===== src/rtl/mon_tp_pkg.sv =====
// Shared types and constants for the monitor-side time-pulse checker.
package mon_tp_pkg;

   typedef enum logic [2:0] {
      ST_RUN,
      ST_STOP_PEND,
      ST_STOPPED,
      ST_STEP_PULSE,
      ST_STEP_RUN
   } tp_state_t;

   localparam logic [3:0] TP_ANY  = 4'd0;
   localparam logic [3:0] TP_LAST = 4'd12;

   // Successor pulse number; T12 is followed by T01.
   function automatic logic [3:0] tp_next(input logic [3:0] k);
      return (k == TP_LAST) ? 4'd1 : k + 4'd1;
   endfunction

endpackage


===== src/rtl/mon_tp_edge.sv =====
// Registers the MT time-pulse bus once and derives per-pulse rise/fall strobes
// plus a flag for more than one pulse high in the same cycle.
module mon_tp_edge (
   input  logic        i_clk,
   input  logic        i_rst,
   input  logic [11:0] i_mt,
   output logic [11:0] o_rise,
   output logic [11:0] o_fall,
   output logic        o_multi
);

   logic [11:0] r_mt_q;

   always_ff @(posedge i_clk) begin
      if (i_rst) r_mt_q <= '0;
      else       r_mt_q <= i_mt;
   end

   assign o_rise  = i_mt & ~r_mt_q;
   assign o_fall  = ~i_mt & r_mt_q;
   // Clearing the lowest set bit leaves something only if two or more were set.
   assign o_multi = |(i_mt & (i_mt - 12'd1));

endmodule


===== src/rtl/mon_tp_monitor.sv =====
// Monitor partner of the A2 timer: stop/step/run handshake, pulse sequence check,
// MCT counter. Optional stall watchdog built when MON_TP_WDOG_EN is defined.
module mon_tp_monitor
   import mon_tp_pkg::*;
#(
   parameter int STRT_W   = 2,
   parameter int CNT_W    = 16,
   parameter int WDOG_CYC = 256
) (
   input  logic             i_clock,
   input  logic             i_rst,
   input  logic [11:0]      i_mt,
   input  logic             i_monwt,
   input  logic             i_mgojam,
   input  logic             i_stop_req,
   input  logic             i_step_req,
   input  logic             i_run_req,
   output logic             o_mstp,
   output logic             o_mstrtp,
   output logic             o_stopped,
   output logic [3:0]       o_tpnum,
   output logic [CNT_W-1:0] o_mct_cnt,
   output logic             o_seqerr,
   output logic             o_stall
);

   localparam int SC_W = $clog2(STRT_W + 1);

   logic [11:0]      w_rise;
   logic [11:0]      w_fall;
   logic             w_multi;
   logic             w_fall12;
   logic             w_unused;
   logic [3:0]       w_rise_tp;

   tp_state_t        r_state;
   tp_state_t        w_nxt_state;
   logic             r_step;
   logic             w_nxt_step;
   logic [SC_W-1:0]  r_strt_cnt;

   logic [3:0]       r_exp;
   logic [3:0]       r_tpnum;
   logic [CNT_W-1:0] r_mct;
   logic             r_monwt_seen;
   logic             r_seqerr;

   mon_tp_edge u_edge (
      .i_clk   (i_clock),
      .i_rst   (i_rst),
      .i_mt    (i_mt),
      .o_rise  (w_rise),
      .o_fall  (w_fall),
      .o_multi (w_multi)
   );

   assign w_fall12 = w_fall[11];
   assign w_unused = ^w_fall[10:0];

   // Lowest rising pulse wins; simultaneous rises are already a one-hot error.
   always_comb begin
      w_rise_tp = TP_ANY;
      for (int i = 11; i >= 0; i--) begin
         if (w_rise[i]) w_rise_tp = 4'(i + 1);
      end
   end

   always_comb begin
      w_nxt_state = r_state;
      w_nxt_step  = r_step;
      case (r_state)
         ST_RUN: begin
            if (i_stop_req) w_nxt_state = ST_STOP_PEND;
         end
         ST_STOP_PEND, ST_STEP_RUN: begin
            // GOJAM restarts the MCT, so it counts as the boundary.
            if (i_mgojam || w_fall12) w_nxt_state = ST_STOPPED;
         end
         ST_STOPPED: begin
            if (i_step_req) begin
               w_nxt_state = ST_STEP_PULSE;
               w_nxt_step  = 1'b1;
            end else if (i_run_req) begin
               w_nxt_state = ST_STEP_PULSE;
               w_nxt_step  = 1'b0;
            end
         end
         ST_STEP_PULSE: begin
            if (r_strt_cnt == SC_W'(STRT_W - 1))
               w_nxt_state = r_step ? ST_STEP_RUN : ST_RUN;
         end
         default: w_nxt_state = ST_RUN;
      endcase
   end

   always_ff @(posedge i_clock) begin
      if (i_rst) begin
         r_state    <= ST_RUN;
         r_step     <= 1'b0;
         r_strt_cnt <= '0;
      end else begin
         r_state    <= w_nxt_state;
         r_step     <= w_nxt_step;
         r_strt_cnt <= (r_state == ST_STEP_PULSE) ? r_strt_cnt + SC_W'(1) : '0;
      end
   end

   always_ff @(posedge i_clock) begin
      if (i_rst) begin
         r_exp        <= TP_ANY;
         r_tpnum      <= TP_ANY;
         r_mct        <= '0;
         r_monwt_seen <= 1'b0;
         r_seqerr     <= 1'b0;
      end else begin
         if (w_multi ||
             (!i_mgojam && w_rise_tp != TP_ANY && r_exp != TP_ANY && w_rise_tp != r_exp))
            r_seqerr <= 1'b1;

         if (w_rise[0])    r_monwt_seen <= i_monwt;
         else if (i_monwt) r_monwt_seen <= 1'b1;

         if (i_mgojam) begin
            r_exp   <= TP_ANY;
            r_tpnum <= TP_ANY;
         end else begin
            if (w_rise_tp != TP_ANY) begin
               r_exp   <= tp_next(w_rise_tp);
               r_tpnum <= w_rise_tp;
            end
            if (w_fall12 && r_monwt_seen) r_mct <= r_mct + CNT_W'(1);
         end
      end
   end

`ifdef MON_TP_WDOG_EN
   localparam int WD_W = $clog2(WDOG_CYC + 1);

   logic [WD_W-1:0] r_wdog;
   logic            r_stall;

   always_ff @(posedge i_clock) begin
      if (i_rst) begin
         r_wdog  <= '0;
         r_stall <= 1'b0;
      end else begin
         if (|w_rise || r_state == ST_STOPPED || r_state == ST_STOP_PEND)
            r_wdog <= '0;
         else if (r_wdog != WD_W'(WDOG_CYC))
            r_wdog <= r_wdog + WD_W'(1);
         if (r_wdog == WD_W'(WDOG_CYC)) r_stall <= 1'b1;
      end
   end

   assign o_stall = r_stall;
`else
   // No watchdog in this build; the expression is constant false.
   assign o_stall = (WDOG_CYC < 0);
`endif

   assign o_mstp    = (r_state == ST_STOP_PEND) || (r_state == ST_STOPPED) ||
                      (r_state == ST_STEP_RUN);
   assign o_mstrtp  = (r_state == ST_STEP_PULSE);
   assign o_stopped = (r_state == ST_STOPPED);
   assign o_tpnum   = r_tpnum;
   assign o_mct_cnt = r_mct;
   assign o_seqerr  = r_seqerr;

endmodule

===== config.mk =====
export PLATFORM = sky130hd
export DESIGN_NAME = mon_tp_monitor
export DESIGN_NICKNAME = d
export VERILOG_FILES = /design/src/rtl/mon_tp_pkg.sv /design/src/rtl/mon_tp_edge.sv /design/src/rtl/mon_tp_monitor.sv
export SDC_FILE = /design/constraint.sdc
export NUM_CORES = 1
export LEC_CHECK = 0
export CAP_MARGIN = 20
export CORE_UTILIZATION = 45
export DETAILED_ROUTE_END_ITERATION = 7
export PLACE_DENSITY = 0.74
export SYNTH_ARGS = -nofsm -noshare
export SYNTH_HDL_FRONTEND = slang
export SYNTH_SLANG_ARGS = --single-unit
export TNS_END_PERCENT = 5

===== constraint.sdc =====
create_clock -name i_clock -period 2.9 [get_ports i_clock]
set_input_delay 0.725 -clock i_clock [delete_from_list [all_inputs] [get_ports i_clock]]
set_output_delay 0.725 -clock i_clock [all_outputs]
set_load 0.005 [all_outputs]

==> impl_metrics.py <==
metrics = {
    "routing": {
        "firstDrtPassIters": 4,
        "routed_via_density": 5.152,
        "drt-initial-drc-count": 134,
        "drc": 0,
        "drt-total-wl_um": 4841,
        "wl_per_cell_um": 12.44,
        "ant_nets": 0,
        "num_vias": 2004,
    },
    "clock_tree": {
        "insertion_delay_ns": 0.31,
        "numCtsBuffers": 5,
        "htree_levels": 2,
        "cts_hold_buf": 0,
        "cts_setup_buffers": 0,
        "clock_path_buffers": 2,
        "numClockSinks": 44,
        "clockRootBuffer": "clkbuf_8",
        "clk_pin_slew_worst_paths_ns": 0.09,
        "cts_tree": "built",
    },
    "final_layout": {
        "regArea_um2": 880.8,
        "multi_input_area_mm2": 0.001260,
        "final_cell_area_mm2": 0.002962,
        "fin_cells": 389,
        "drive_gt1_frac": 0.1429,
        "nets": 344,
        "fillCellCount": 438,
        "antenna_cells": 0,
        "layout_common_cells": "dfxtp_1, clkdlybuf4s50_1, nor2_1, buf_4, a21oi_1",
        "layout_commonest_cell": "dfxtp_1",
        "area.growth.synth_to_final_pct": 32.90,
        "finalCoreUtilization": 0.6229,
    },
    "min_path": {
        "hold_depth": 1,
        "min_to": "r_strt_cnt[0]",
        "hold_class": "reg2reg",
        "hp-start": "r_strt_cnt[0]",
    },
    "worst_setup_path": {
        "worst_setup_path_start_kind": "primary input",
        "cp_num_buf_inv": 2,
        "critPathKind": "in2reg",
        "worstPathRequired_ns": 3.08,
        "cp_top_family": "simple AND/OR/NAND/NOR gates",
        "reg2reg_slack_ns": 0.83,
        "critPathSlowestCell": "clkdlybuf4s50_1",
        "rr_worst_depth": 8,
        "slowest_delay_ns": 0.48,
        "worstPathArrival_ns": 2.87,
        "crit_path_end_kind": "flop",
        "r2r_end": "r_exp[2]",
        "rr_startpoint": "u_edge.r_mt_q[10]",
        "worstPathMaxFanout": 8,
        "crit_path_cell_trace": "clkdlybuf4s50_1 > nor2b_1 > buf_4 > or3_1 > a211o_1 > xnor2_1 > nor4_1 > o22ai_1",
    },
    "yosys": {
        "synth-seq-cells": 44,
        "yosysSeqAreaShare": 0.3953,
        "synth_cells": 259,
        "synth_nets": 282,
        "synth_top_area_cell": "dfxtp_1",
        "yosysWarnings": 0,
        "synth-edff-count": 0,
        "synth_top_area_frac": 0.3953,
        "ys_async_sr_fraction": 0,
        "synth_area_leaders": "dfxtp_1, nor2_1, nor2b_1",
        "avgSynthCellArea_um2": 8.604,
        "ys_types": 52,
        "synth_area_mm2": 0.002228,
        "synth-main-ff-cell": "dfxtp_1",
    },
    "global_routing": {
        "grtUsageTotal": 0.2009,
        "grt_max_degree": 38,
        "antenna_found_initial": 0,
        "grt_pass1_vias": 1886,
        "grt_overflow": 0,
        "grt_pass1_wl_um": 8286,
    },
    "timing": {
        "fmax_ghz": 0.3727,
        "rsz0062_at_grt": "false",
        "slew_violations": 0,
        "skew_ns": 0.01291,
        "worst_slew_pin_slew_ns": 0.5219,
        "setup_viol": 0,
        "finalCritPeriodShare": 0.9253,
        "whs_ns": 0.4307,
        "slew_headroom": 0.6431,
        "tns_ns": 0,
        "hold_violations": 0,
        "layout_min_cycle_time_ns": 2.683,
    },
    "place": {
        "portBuffers": 42,
        "dp.cells": 381,
        "globalplace.congestion": 0.8463,
        "placed_cell_area_mm2": 0.002858,
        "hpwl_um": 3541,
    },
    "floorplan": {
        "die_height_um": 72.37,
        "initial_utilization": 0.4687,
        "die_area_mm2": 0.005237,
        "io_pins": 44,
        "core_mm2": 0.004755,
        "fp-row-count": 25,
        "dieWidth_um": 72.37,
    },
    "outcome": {
        "status": "finished, final reports clean",
    },
    "pwr": {
        "power_density_mw_per_mm2": 453.9,
        "p_leak_nw": 1.138,
        "ir_worst_vdd_v": 0.0002441,
    },
    "flow_run": {
        "max-cap-violations": 0,
    },
}
## how the worst max path moves through the flow
| stage | start | endpoint | cells past startpoint |
|---|---|---|---|
| after floorplan | i_mt[10] | r_exp[2] | 9 |
| after global placement | i_mt[1] | r_exp[2] | 9 |
| after detailed placement | i_mt[1] | r_exp[2] | 9 |
| after CTS | i_mt[1] | r_exp[2] | 9 |
| after global routing | i_mt[10] | r_exp[2] | 9 |
| final | i_mt[1] | o_seqerr | 8 |
## sequential cells by signal, indices dropped and copies added, names as in the netlist
register and cells:
o_mct_cnt 16, o_seqerr 1, o_tpnum 4, r_exp 4, r_monwt_seen 1, r_state 3
r_step 1, r_strt_cnt 2, u_edge.r_mt_q 12
## area by class of cell
class | instances | area share
Clock buffer | 5 | 0.02324
Inverter | 11 | 0.01394
Sequential cell | 44 | 0.2974
Clock inverter | 3 | 0.008872
Tap cell | 67 | 0.02831
Timing Repair Buffer | 66 | 0.2028
Multi-Input combinational cell | 193 | 0.4254
## synth_stat cells, drive strengths merged (2+ instances only)
cell type	number
nor2	34
a2111oi	3
xor2	10
nor2b	17
nor4bb	2
a21oi	17
and2	2
o2111ai	3
nand4	5
maj3	2
nand3	7
mux2i	5
o21ba	3
nand2	10
nor4	2
dfxtp	44
and3	5
or4	2
o211ai	2
nor3	7
or2	2
or3	4
buf	5
xnor2	7
clkbuf	6
ha	4
a211oi	6
a22oi	2
nand2b	10
o21ai	8
inv	11
## timing repair
item	CTS	global route
endpoints found under the hold margin	0	0
gates resized for setup	0	3
setup endpoints to repair	0	5
## stage by stage
step,power (mW),setup slack (ns)
2_1_floorplan,0.8200,0.4734
3_3_place_gp,0.9359,-0.1941
3_5_place_dp,0.9389,-0.2342
4_1_cts,1.355,0.1097
5_1_grt,1.416,0.003508
6_report,1.344,0.2168
## per-layer routing
metal	vias to the layer above	track usage	part of all wire
met3	9	0.05000	0.047
met4	0	0.06972	0.018
met2	34	0.3396	0.48
met1	931	0.2485	0.46
li1	1030	-	-
met5	-	0	0
## where the power goes
group / switching (mW) / internal, mW / total (mW)
clock network: 0.239 / 0.177 / 0.416
registers: 0.0227 / 0.629 / 0.652
logic: 0.127 / 0.149 / 0.276
total: 0.389 / 0.956 / 1.34
## logic make-up (layout without fill, tap and decap cells)
family	count (synthesis)	count (layout)	share of synthesized area
buffers and inverters	22	85	0.04323
xor gates and xnor gates	17	17	0.06682
and+or+nand+nor	113	113	0.2824
DFF	44	44	0.3953
adders and majority gates	6	6	0.03144
muxes	5	5	0.02246
AOI/OAI and AO/OA	51	51	0.1567
other	1	1	0.001683
No activity file was read; power rests on OpenSTA's default activity.
